File: config.mk
export PLATFORM = sky130hd
export DESIGN_NAME = tv_sync_gen
export DESIGN_NICKNAME = d
export VERILOG_FILES = /design/src/rtl/tv_sync_gen.sv
export SDC_FILE = /design/constraint.sdc
export NUM_CORES = 1
export LEC_CHECK = 0
export ABC_AREA = 1
export ABC_CLOCK_PERIOD_IN_PS = 2110
export BUFFER_PORTS_ARGS = -buffer_cell sky130_fd_sc_hd__buf_2
export CORE_ASPECT_RATIO = 1.2
export CORE_MARGIN = 2
export CORE_UTILIZATION = 50
export DETAILED_ROUTE_END_ITERATION = 12
export HOLD_SLACK_MARGIN = 0.08
export PLACE_DENSITY_LB_ADDON = 0.05
export SYNTH_ARGS = -nofsm -noshare
export SYNTH_HDL_FRONTEND = slang
export SYNTH_SLANG_ARGS = --single-unit
File: constraint.sdc
create_clock -name clk -period 2.11 [get_ports clk]
set_clock_uncertainty 0.1 [all_clocks]
set_input_delay 0.422 -clock clk [delete_from_list [all_inputs] [get_ports clk]]
set_output_delay 0.422 -clock clk [all_outputs]
set_load 0.01 [all_outputs]
File: src/rtl/tv_sync_gen.sv
// Composite-TV timing generator: pixel/line counters plus blanking and composite sync.
// Every output is a register loaded from a decode of the next counter state, so none of them glitch.
module tv_sync_gen #(
  parameter int H_TOTAL = 384,
  parameter int H_SYNC  = 28,
  parameter int H_BLANK = 72,
  parameter int V_TOTAL = 312,
  parameter int V_SYNC  = 3,
  parameter int V_EQ    = 2,
  parameter int V_BLANK = 24
) (
  input  logic       clk,
  input  logic       rst,
  input  logic       ce,
  output logic [8:0] cntHS,
  output logic [8:0] cntVS,
  output logic       hsync,
  output logic       vbl,
  output logic       out_sync,
  output logic       frame_start
);

  localparam logic [8:0] H_LAST      = 9'(H_TOTAL - 1);
  localparam logic [8:0] V_LAST      = 9'(V_TOTAL - 1);
  localparam logic [8:0] HALF        = 9'(H_TOTAL / 2);
  localparam logic [8:0] BROAD_A_END = 9'(H_TOTAL / 2 - H_SYNC);
  localparam logic [8:0] BROAD_B_END = 9'(H_TOTAL - H_SYNC);
  localparam logic [8:0] EQ_A_END    = 9'(H_SYNC / 2);
  localparam logic [8:0] EQ_B_END    = 9'(H_TOTAL / 2 + H_SYNC / 2);
  localparam logic [8:0] NORM_END    = 9'(H_SYNC);
  localparam logic [8:0] H_BLANK_END = 9'(H_BLANK);
  localparam logic [8:0] V_SYNC_END  = 9'(V_SYNC);
  localparam logic [8:0] V_EQ_END    = 9'(V_SYNC + V_EQ);
  localparam logic [8:0] V_BLANK_END = 9'(V_BLANK);

  logic [8:0] h_next_s;
  logic [8:0] v_next_s;

  // Sync level for a pixel position: broad lines carry serrations, equalising lines carry two half-width tips.
  function automatic logic sync_level(input logic [8:0] h, input logic [8:0] v);
    logic tip;
    if (v < V_SYNC_END) begin
      tip = (h < BROAD_A_END) || ((h >= HALF) && (h < BROAD_B_END));
    end else if (v < V_EQ_END) begin
      tip = (h < EQ_A_END) || ((h >= HALF) && (h < EQ_B_END));
    end else begin
      tip = (h < NORM_END);
    end
    return !tip;
  endfunction

  // Next counter state: advance on ce, with the line and field wraps taken in the same step.
  always_comb begin
    h_next_s = cntHS;
    v_next_s = cntVS;
    if (ce) begin
      if (cntHS == H_LAST) begin
        h_next_s = 9'd0;
        if (cntVS == V_LAST) begin
          v_next_s = 9'd0;
        end else begin
          v_next_s = cntVS + 9'd1;
        end
      end else begin
        h_next_s = cntHS + 9'd1;
        v_next_s = cntVS;
      end
    end else begin
      h_next_s = cntHS;
      v_next_s = cntVS;
    end
  end

  // Counter and output registers; reset lands on the last pixel of the field so the first ce gives (0,0).
  always_ff @(posedge clk or negedge rst) begin
    if (!rst) begin
      cntHS       <= H_LAST;
      cntVS       <= V_LAST;
      hsync       <= 1'b0;
      vbl         <= 1'b0;
      out_sync    <= 1'b1;
      frame_start <= 1'b0;
    end else begin
      cntHS       <= h_next_s;
      cntVS       <= v_next_s;
      hsync       <= (h_next_s < H_BLANK_END);
      vbl         <= (v_next_s < V_BLANK_END);
      out_sync    <= sync_level(h_next_s, v_next_s);
      frame_start <= (h_next_s == 9'd0) && (v_next_s == 9'd0);
    end
  end

endmodule

==> impl_metrics.json <==
{
  "fin_crit_ns": 2.14,
  "max_stage_delay_ns": 0.58,
  "pin_count": 25,
  "initial_core_util": 0.524,
  "grt_overflow_total": 0,
  "synthMostInstantiatedCell": "nand2_1",
  "status": "complete, but fails checks",
  "drive_gt1_frac": 0.443,
  "cts_buffer_depth": 2,
  "rows": 21,
  "cts_tree": "built",
  "clk_latency_ns": 0.31,
  "yosys_warnings": 0,
  "cp.required_ns": 2.27,
  "htreeDepth": 1,
  "antennaDiodeCount": 0,
  "worstPathArrival_ns": 2.30,
  "cts-root-buf": "clkbuf_4",
  "path_buf_inv": 2,
  "holdCritStartpoint": "ce",
  "crit_chain": "ha_4 -> nand2_4 -> nor2_4 -> nand3_4 -> nor2_4 -> buf_6 -> buf_6 -> nand2_1 -> nand2_2 -> a21oi_1 -> nor2_2 -> nand2_1 -> nand2_1 -> nand2_1 -> nand2_1 -> nand2_1",
  "antenna_found_initial": 0,
  "die_h_um": 63.2,
  "totalWireLength_mm": 3.88,
  "crit_start": "cntHS[1]",
  "synth_area_per_cell_um2": 7.12,
  "synth_top_area_frac": 0.270,
  "cts_buffers": 3,
  "async_reset_ff_frac": 1.00,
  "slowest_stage": "dfstp_2",
  "hold_path_class": "primary input to flop",
  "place_hpwl_mm": 2.97,
  "place_ws_ns": -0.134,
  "cp-start-kind": "flop",
  "path_max_fanout": 7,
  "cts_sinks": 22,
  "grt_pass1_wl_mm": 6.33,
  "remaining_drc_errors": 0,
  "routedWlPerCell_um": 13.1,
  "setup_ws_ns": -0.0279,
  "place_inst": 284,
  "r2r-start": "cntHS[1]",
  "tightest_slew_ns": 0.506,
  "crit_family": "simple AND/OR/NAND/NOR gates",
  "syn2layout_area_growth_pct": 36.5,
  "totalPowerFinal_w": 0.00197,
  "synth_nets": 210,
  "ir_drop_v": 0.000896,
  "hold_end": "cntHS[1]",
  "crit_path_end_kind": "flop",
  "r2r_slack_ns": -0.03,
  "seq_area_frac_synth": 0.390,
  "nNetsFinal": 268,
  "finalSetupViolations": 1,
  "ant_nets": 0,
  "slew_violations": 0,
  "fmax_ghz": 0.468,
  "final_cell_count_no_fill": 296,
  "whs_path_depth": 4,
  "path_clk_slew_ns": 0.12,
  "violations": "negative setup slack",
  "power_leakage_nw": 1.04,
  "numPortBuffers": 24,
  "gp_congestion": 0.875,
  "ys_types": 25,
  "rr_worst_depth": 16,
  "crit_type": "flop to flop",
  "p_per_area_mw_per_mm2": 990,
  "slew_headroom": 0.663,
  "tns_ns": -0.0279,
  "grt.total_usage": 0.253,
  "timing.critical_path.mode_cell": "nand2_1",
  "core_mm2": 0.00279,
  "hold_ws_ns": 0.437,
  "final-hold-violation-count": 0,
  "syn_area_mm2": 0.00146,
  "syn_inst": 205,
  "drt_iter0_markers": 36,
  "cap_violations": 0,
  "synth.top_cells.by_area": "dfstp_2 27%, nand2_1 15%, dfrtp_1 12%, inv_1 9.5%, nand3_1 6.5%",
  "rsz0062_at_grt": "yes",
  "ys_ff_latch": 22,
  "finalCritPeriodShare": 1.01,
  "routed_via_density": 5.06,
  "synth_edf_count": 0,
  "dr_total_vias": 1499,
  "yosys_most_used_dff": "dfstp_2",
  "fill_cells": 244,
  "die_w_um": 53.3,
  "dieArea_mm2": 0.00337,
  "grt_max_degree": 23,
  "synth_area_leader_cell": "dfstp_2",
  "synth_common_cells": "60 x nand2_1, 37 x inv_1, 19 x nand3_1",
  "grt_pass1_vias": 1472,
  "timing.rr.end": "out_sync",
  "first_pass_iters": 4
}
[metal layers]
layer  share of wire  track usage  up-vias
met5               0            0        -
met4           0.011       0.0769        0
met3           0.035       0.0403        5
met2            0.55        0.461       40
met1            0.40        0.289      706
li1                -            -      748
[kinds of logic after synthesis]
group,count (synthesis),synth area share
and+or+nand+nor,126,0.422
buffers and inverters,40,0.108
DFF,22,0.390
AOI/OAI and AO/OA,13,0.0506
xor gates and xnor gates,2,0.0120
adders and majority gates,2,0.0171
[stage by stage]
| step | util | area [um2] |
|---|---|---|
| 2_1_floorplan | - | 1460 |
| 3_3_place_gp | 0.637 | 1780 |
| 3_5_place_dp | 0.637 | 1780 |
| 4_1_cts | 0.672 | 1870 |
| 5_1_grt | 0.715 | 1990 |
| 6_report | 0.715 | 1990 |
[where the power goes]
part / internal (W) / switching [W] / total (W)
sequential: 0.000570 / 0.0000990 / 0.000669
clock: 0.000106 / 0.000129 / 0.000235
combinational: 0.000415 / 0.000654 / 0.00107
total: 0.00109 / 0.000882 / 0.00197
[area by class of cell]
| class | instances | area (um2) | area share |
|---|---|---|---|
| Multi-Input combinational cell | 143 | 838 | 0.421 |
| Sequential cell | 22 | 569 | 0.286 |
| Timing Repair Buffer | 54 | 359 | 0.180 |
| Inverter | 39 | 146 | 0.0735 |
| Tap cell | 34 | 42.5 | 0.0214 |
| Clock buffer | 4 | 36.3 | 0.0182 |
[worst max path at each step]
stage	depth (start not counted)	to	slack, ns
after global placement	12	out_sync	-0.05
after detailed placement	14	out_sync	-0.13
final	16	out_sync	-0.03
after floorplan	15	out_sync	0.03
after CTS	15	out_sync	0.01
after global routing	15	out_sync	-0.17
[state kept, by name, summed over array words and instances (netlist names)]
name,count
cntHS,9
cntVS,9
frame_start,1
hsync,1
out_sync,1
vbl,1
[layout by cell type (no fill, tap or decap), types with 2 or more instances in the layout]
cell type,synthesis,layout
nand3_2,4,4
nand2_1,60,53
buf_2,0,24
nand3_4,0,2
inv_2,2,4
nor2_1,15,11
nand2_4,0,2
nand3_1,19,17
nor2_4,5,6
a21oi_1,2,2
buf_4,0,26
o21ai_0,6,5
dfstp_2,15,15
nor3_2,1,3
inv_1,37,35
clkbuf_4,0,3
dfrtp_1,7,7
nand4_1,5,5
nor3_1,5,3
nor2_2,3,6
nand2_2,8,13
buf_6,1,3
[worst min-delay path: cells and delay by family]
family,cells,cell delay (ns)
AND/OR/NAND/NOR,2,0.18
buffers and inverters,2,0.23
[timing repair]
item                                    CTS  global route
pin swaps                                 2            16
endpoints found under the setup margin    3             2
buffers inserted                          3             4
gates cloned                              0             0
gates resized for setup                   5            26
endpoints found under the hold margin     7             0
hold buffers                              1             0
(Power assumes the default switching activity.)
